<file path="config.mk">
export PLATFORM = sky130hd
export DESIGN_NAME = branch_predictor
export DESIGN_NICKNAME = d
export VERILOG_FILES = /design/src/rtl/branch_predictor_pkg.sv /design/src/rtl/branch_predictor_bht_sat_ctr.sv /design/src/rtl/branch_predictor.sv
export SDC_FILE = /design/constraint.sdc
export NUM_CORES = 1
export LEC_CHECK = 0
export ABC_CLOCK_PERIOD_IN_PS = 4300
export CAP_MARGIN = 5
export CORE_ASPECT_RATIO = 1.5
export CORE_UTILIZATION = 48
export CTS_BUF_LIST = sky130_fd_sc_hd__clkbuf_8
export DETAILED_ROUTE_END_ITERATION = 10
export PLACE_DENSITY = 0.8
export SLEW_MARGIN = 30
export SYNTH_ARGS = -nofsm -noshare
export SYNTH_HDL_FRONTEND = slang
export SYNTH_SLANG_ARGS = --single-unit
</file>
<file path="constraint.sdc">
create_clock -name clk -period 4.3 [get_ports clk]
set_input_delay 0.86 -clock clk [delete_from_list [all_inputs] [get_ports clk]]
set_output_delay 0.86 -clock clk [all_outputs]
set_load 0.02 [all_outputs]
</file>
<file path="src/rtl/branch_predictor_pkg.sv">
// Shared branch-prediction types: 2-bit saturating counter encoding and its reset value.
package rv32i_types;

    typedef enum logic [1:0] {
        SNT = 2'b00,
        WNT = 2'b01,
        WT  = 2'b10,
        ST  = 2'b11
    } bht_ctr_t;

    localparam bht_ctr_t BHT_RESET = WNT;

endpackage

</file>
<file path="src/rtl/branch_predictor_bht_sat_ctr.sv">
// Next-state function of one 2-bit saturating direction counter.
module bht_sat_ctr
    import rv32i_types::*;
(
    input  bht_ctr_t ctr_i,
    input  logic     taken_i,
    output bht_ctr_t ctr_o
);

    // Step toward ST on taken, toward SNT on not-taken, holding at the ends.
    always_comb begin
        ctr_o = ctr_i;
        if (taken_i) begin
            case (ctr_i)
                SNT:     ctr_o = WNT;
                WNT:     ctr_o = WT;
                WT:      ctr_o = ST;
                ST:      ctr_o = ST;
                default: ctr_o = BHT_RESET;
            endcase
        end else begin
            case (ctr_i)
                SNT:     ctr_o = SNT;
                WNT:     ctr_o = SNT;
                WT:      ctr_o = WNT;
                ST:      ctr_o = WT;
                default: ctr_o = BHT_RESET;
            endcase
        end
    end

endmodule

</file>
<file path="src/rtl/branch_predictor.sv">
// Gshare direction predictor: PC xor global history indexes a table of 2-bit counters,
// trained by execute-stage resolutions, with speculative history repaired on mispredict.
module branch_predictor
    import rv32i_types::*;
#(
    parameter int IDX_W = 6,
    parameter int GHR_W = 4
) (
    input  logic              clk,
    input  logic              rst_n,
    input  logic              pred_valid,
    input  logic [31:0]       pred_pc,
    output logic              pred_taken,
    output logic [GHR_W-1:0]  pred_ghr,
    input  logic              res_valid,
    input  logic [31:0]       res_pc,
    input  logic              res_br_en,
    input  logic              res_pred_taken,
    input  logic [GHR_W-1:0]  res_ghr,
    output logic              mispredict,
    output logic [31:0]       perf_branches,
    output logic [31:0]       perf_mispredicts
);

    localparam int ENTRIES = 1 << IDX_W;

    bht_ctr_t           table_q [ENTRIES];
    bht_ctr_t           table_d [ENTRIES];
    logic [GHR_W-1:0]   ghr_q, ghr_d;
    logic               mispredict_q, mispredict_d;
    logic [31:0]        perf_br_q, perf_br_d;
    logic [31:0]        perf_mp_q, perf_mp_d;

    logic [IDX_W-1:0]   pred_idx_s;
    logic [IDX_W-1:0]   upd_idx_s;
    logic               mismatch_s;
    bht_ctr_t           upd_next_s;
    logic               unused_s;

    assign pred_idx_s = pred_pc[IDX_W+1:2] ^ IDX_W'(ghr_q);
    assign upd_idx_s  = res_pc[IDX_W+1:2] ^ IDX_W'(res_ghr);
    assign mismatch_s = res_valid && (res_br_en != res_pred_taken);
    assign unused_s   = ^{pred_pc[31:IDX_W+2], pred_pc[1:0], res_pc[31:IDX_W+2], res_pc[1:0]};

    assign pred_taken       = table_q[pred_idx_s][1];
    assign pred_ghr         = ghr_q;
    assign mispredict       = mispredict_q;
    assign perf_branches    = perf_br_q;
    assign perf_mispredicts = perf_mp_q;

    bht_sat_ctr u_sat_ctr (
        .ctr_i   (table_q[upd_idx_s]),
        .taken_i (res_br_en),
        .ctr_o   (upd_next_s)
    );

    // Next-state for table, history, mispredict pulse and perf counters.
    always_comb begin
        table_d      = table_q;
        ghr_d        = ghr_q;
        mispredict_d = mismatch_s;
        perf_br_d    = perf_br_q;
        perf_mp_d    = perf_mp_q;
        if (res_valid) begin
            table_d[upd_idx_s] = upd_next_s;
            if (perf_br_q != 32'hFFFF_FFFF) begin
                perf_br_d = perf_br_q + 32'd1;
            end else begin
                perf_br_d = perf_br_q;
            end
        end else begin
            table_d = table_q;
        end
        // Repair wins over the speculative shift: fetch is being flushed anyway.
        if (mismatch_s) begin
            ghr_d = {res_ghr[GHR_W-2:0], res_br_en};
            if (perf_mp_q != 32'hFFFF_FFFF) begin
                perf_mp_d = perf_mp_q + 32'd1;
            end else begin
                perf_mp_d = perf_mp_q;
            end
        end else if (pred_valid) begin
            ghr_d = {ghr_q[GHR_W-2:0], pred_taken};
        end else begin
            ghr_d = ghr_q;
        end
    end

    // State registers; reset reinitialises every counter.
    always_ff @(posedge clk or negedge rst_n) begin
        if (!rst_n) begin
            for (int i = 0; i < ENTRIES; i++) begin
                table_q[i] <= BHT_RESET;
            end
            ghr_q        <= '0;
            mispredict_q <= 1'b0;
            perf_br_q    <= 32'd0;
            perf_mp_q    <= 32'd0;
        end else begin
            table_q      <= table_d;
            ghr_q        <= ghr_d;
            mispredict_q <= mispredict_d;
            perf_br_q    <= perf_br_d;
            perf_mp_q    <= perf_mp_d;
        end
    end

endmodule

</file>
### Word level (Yosys, flattened, before mapping)

Index checks and enable logic that the tools add are counted.

* latch bits: 0
* bits in read-only memories: 0
* memory bits (writable): 0
* bits of input ports: 74
* output and inout bits: 70
* word-level logic and storage cells: 105
* bits in registers: 197
* memories kept: 0

* $mul: 0
* shift-type cells: 0
* bitwise operators: 4
* equality and inequality tests: 6
* reduce and logical (&&, ||, !) cells: 8
* magnitude comparators: 3
* mux-type cells: 14
* $add $sub $neg: 2
* divide/modulo/power cells: 0

Operators with widths (number)
* $bwmux 128: 1
* $add 32x1->32 const B: 2
* $ne 32x32->1 const B: 2
* $bmux 2 s6: 2
* $ge 7x7->1 const B: 2
* $not 6->7: 2
* $demux 2 s6: 1
* $mux 2: 6
* $pmux 2 s3: 2
* $xor 6x4->6: 2
* $mux 4: 2
* $lt 7x1->1 const B: 1
* $eq 2x2->1 const B: 2
* $reduce_and 2->1: 2
* $reduce_or 2->1: 2
* $eq 2x1->1 const B: 1
* $logic_and 1x1->1: 2
* $logic_not 2->1: 1
* $reduce_bool 2->1: 1
* $ne 1x1->1: 1

### Longest topological paths before layout

* depth in word-level cells: 10
* depth in mapped cells: 12
* depth with buffers taken out: 9

### Modules after synthesis

From an unflattened synthesis, not the netlist that was laid out.

* cells, all modules: 871
* area total of the unflattened synthesis: 10098.4 um2

By module, submodules not included
* branch_predictor: area each 10072.2 um2, sequential area each 5009.8 um2, cells each 868, times used 1
* bht_sat_ctr: area each 26.3 um2, sequential area each 0.0 um2, cells each 3, times used 1

### Worst setup path after synthesis

Ideal clock, no wire load.

* path type: input to output
* from: input pred_pc[2]
* to: output pred_taken
* stages: 6
* data required time: 3.440 ns
* path buffers: 1
* arrival time: 3.358 ns
* path slack: 0.082 ns
* path through: xor2_1 buf_2 mux4_2 a221oi_1 nor3b_1 or4_1

* longest elaborated chain between the ends: 5

RTL lines
* from (decl): RTL line branch_predictor.sv:12 `input logic [31:0] pred_pc,`
* $xor 6x4->6: RTL line branch_predictor.sv:40 `assign pred_idx_s = pred_pc[IDX_W+1:2] ^ IDX_W'(ghr_q);`
* $not 6->7 (not written as such): RTL line branch_predictor.sv:45 `assign pred_taken = table_q[pred_idx_s][1];`
* $bmux 2 s6: RTL line branch_predictor.sv:45
* $mux 2 (not written as such) (2 in series): RTL line branch_predictor.sv:45
* to (decl): RTL line branch_predictor.sv:13 `output logic pred_taken,`

Every way passes these cells. The select of a mux whose other input is x is not followed.

### Final worst setup path

Ends and elaborated chain as after synthesis.

==> summary.md <==
| Metric | Value |
|---|---|
| Status | complete, no violations |
| Final Max Tran Viols | 0 |
| Final HPWL DP | 18,700 um |
| Critical-path top delay cell | or4_4 |
| Non-Filler Instances | 1,369 |
| Seq/Total Area, Yosys | 0.528 |
| Top cells by area, synth | dfrtp_1 35%, dfstp_2 18%, nand2_1 9.1% |
| Cell-by-cell trace of the critical path | dlygate4sd2_1 -> xor2_4 -> buf_12 -> mux4_2 -> a22o_1 -> a221oi_1 -> nor3b_1 -> or4_4 -> buf_6 |
| Area fraction in compound gates after synthesis | 0.137 |
| Hold_ws | 0.464 ns |
| Setup TNS | 0 ns |
| Worst slack at placement | -0.468 ns |
| Initial Utilization | 0.493 |
| Cells after DPL | 1,333 |
| Final hold vios | 0 |
| Lkg Pwr | 4.77 nW |
| Hold Crit Class | in -> async |
| Largest net degree at the start of global routing | 100 |
| I/O pin total | 144 |
| Hold_buf cts | 0 |
| Syn. warnings | 0 |
| Die area | 20,300 um^2 |
| First-pass GRT wire length | 42,400 um |
| Drt via density | 5.91 |
| Final core utilization | 0.608 |
| Post-route cell area | 11,700 um^2 |
| RR Endpoint | pred_ghr[0]$_DFFE_PN0P_ |
| GRT Util Overall | 0.273 |
| Row count | 62 |
| Remaining DRCs | 0 |
| Routed WL per cell | 19.0 um |
| Tot Pwr | 4.80 mW |
| Post-synth top area cell | dfrtp_1 |
| Initial DRC count | 601 |
| Detail Route Antenna Nets | 0 |
| Cell Area, Placed | 11,200 um^2 |
| Most frequent cells in the layout | 229 x nand2_1, 133 x dfrtp_1, 88 x clkdlybuf4s50_1 |
| Peak Freq | 0.236 GHz |
| Post-synthesis register bit count | 197 |
| Reg2reg start | pred_ghr[0]$_DFFE_PN0P_ |
| Adder-cell share of the synthesized area | 0.00488 |
| Synth Area in Simple Gates | 0.187 |
| Vias in the first global route | 8,322 |
| Commonest non-fill, non-tap cell in the layout | nand2_1 |
| Synth Net Count | 1,032 |
| WS Path Type | in -> out |
| TritonRoute pass-1 iters | 5 |
| Clock root cell | clkbuf_8 |
| Measured slew at the worst slew-check pin | 0.896 ns |
| Clock transition at path regs | 0.13 ns |
| Initial antenna violation count | 0 |
| Worst Path Required | 3.44 ns |
| TritonCTS buffer count | 17 |
| Max_cap viols | 0 |
| Vias | 8,096 |
| RePlAce Congestion | 0.919 |
| CP bufs+invs | 3 |
| CP delay by family, top | simple AND/OR/NAND/NOR gates |
| Unrepaired setup endpoints after global routing | false |
| Cell area after synthesis | 9490 um^2 |
| Synth Area in XOR/XNOR | 0.0718 |
| Arr. time, crit path | 3.37 ns |
| Skew-Pair Late Insertion Delay | 0.50 ns |
| Async set or reset register ratio after synthesis | 1.00 |
| Register-to-Register Path Depth | 10 |
| PortBufs | 91 |
| Fin crit share | 0.984 |
| Die span in y | 174 um |
| Top cell type's share of synthesized area | 0.351 |
| CORE AREA | 19,200 um^2 |
| Final #Nets | 1,176 |
| Startpoint Class | input port |
| CP peak stage delay | 0.55 ns |
| Die Wd | 117 um |
| Worst setup EP type | output pin |
| Final wirelength | 26,000 um |
| Main synth FF type | dfrtp_1 |
| Post-synth EDFFs | 0 |
| H-tree lvl count | 4 |
| Syn Area/Cell | 9.92 um^2 |
| Worst-path fanout max | 5 |
| CTS tree | built |
| Reg-to-reg setup timing slack | 1.02 ns |
| Slew HR | 0.398 |
| Antenna cell count | 0 |
| Mux cell area share after synthesis | 0.0446 |
| Share of layout cells above drive strength 1 | 0.190 |
| Sink Count | 197 |
| Final Skew | 0.0206 ns |
| Peak supply drop | 407 uV |
| Post-layout minimum cycle time | 4.23 ns |
| Final worst slack | 0.0678 ns |
| Syn Inst Count | 956 |
| Area Overhead vs Synth | 23.4% |
| Largest family of logic cells by synthesized area | simple AND/OR/NAND/NOR gates |
| Max clock buf depth | 2 |
| Final setup viols | 0 |
| Synth cell types | 55 |
| Cell Pwr Density | 411 nW/um^2 |
| Congestion Overflow GR | 0 |
cells in the mapped netlist (2+ instances only):
cell type and count:
or4_1 6, and4_1 5, mux4_2 16, nand3_1 25, buf_4 3, clkbuf_1 22
buf_2 12, nor2_1 39, inv_1 7, o21ai_1 60, mux2i_1 4, o41ai_1 2
nor3_1 19, a32oi_1 4, or2_2 2, dfstp_2 64, ha_1 2, mux2_2 2
a221oi_1 4, a22o_1 12, xor2_1 30, o21ai_0 72, nand4_1 40, dfrtp_1 133
and3_1 9, nand2_1 229, buf_6 5, o31ai_1 2, nor3b_1 2, and2_1 6
a22oi_1 43, nand2b_1 3, a21oi_1 2, xnor2_1 44, nor4_1 6
power by group:
group,internal [mW],switching (mW)
combinational,0.498,0.634
sequential,2.21,0.225
clock,0.465,0.769
cell families (layout without fill, tap and decap cells):
family / after synthesis / after routing
xor gates and xnor gates: 76 / 76
AOI/OAI and AO/OA: 212 / 212
muxes: 22 / 22
buffers and inverters: 50 / 207
adders and majority gates: 4 / 4
and+or+nand+nor: 395 / 395
DFF: 197 / 197
layer usage:
metal,track usage,vias to the layer above,share of wire
met2,0.441,376,0.50
met4,0.179,0,0.062
met1,0.322,3894,0.38
li1,-,3698,-
met3,0.0593,128,0.064
met5,0,-,0
state kept, by name, summed over array words and instances, names as in the netlist:
| register | count |
|---|---|
| mispredict | 1 |
| perf_branches | 32 |
| perf_mispredicts | 32 |
| pred_ghr | 4 |
| table_q | 128 |
how the worst max path moves through the flow:
stage | from | endpoint | slack (ns) | cells past startpoint
detailed placement | pred_pc[2] | pred_taken | -0.47 | 9
CTS | pred_pc[2] | pred_taken | 0.02 | 9
floorplan | pred_pc[2] | pred_taken | 0.08 | 6
finish | pred_pc[2] | pred_taken | 0.07 | 9
global placement | pred_pc[2] | pred_taken | -0.47 | 9
global route | pred_pc[3] | pred_taken | 0.009 | 9
layout make-up:
cell class / count / area (um^2)
inverter: 8 / 30.0
timing repair buffer: 167 / 1620
multi-input combinational: 709 / 4300
fill: 1653 / 7540
sequential: 197 / 5010
clock inverter: 14 / 175
clock buffer: 18 / 248
tap: 256 / 320
timing repair:
action                                  4_1_cts  5_1_grt
gates cloned                                  1        0
resized for setup                            11        2
buffers inserted                              3        0
pin swaps                                     2        0
endpoints found under the setup margin        1        1
No activity file was read; power rests on OpenSTA's default activity.
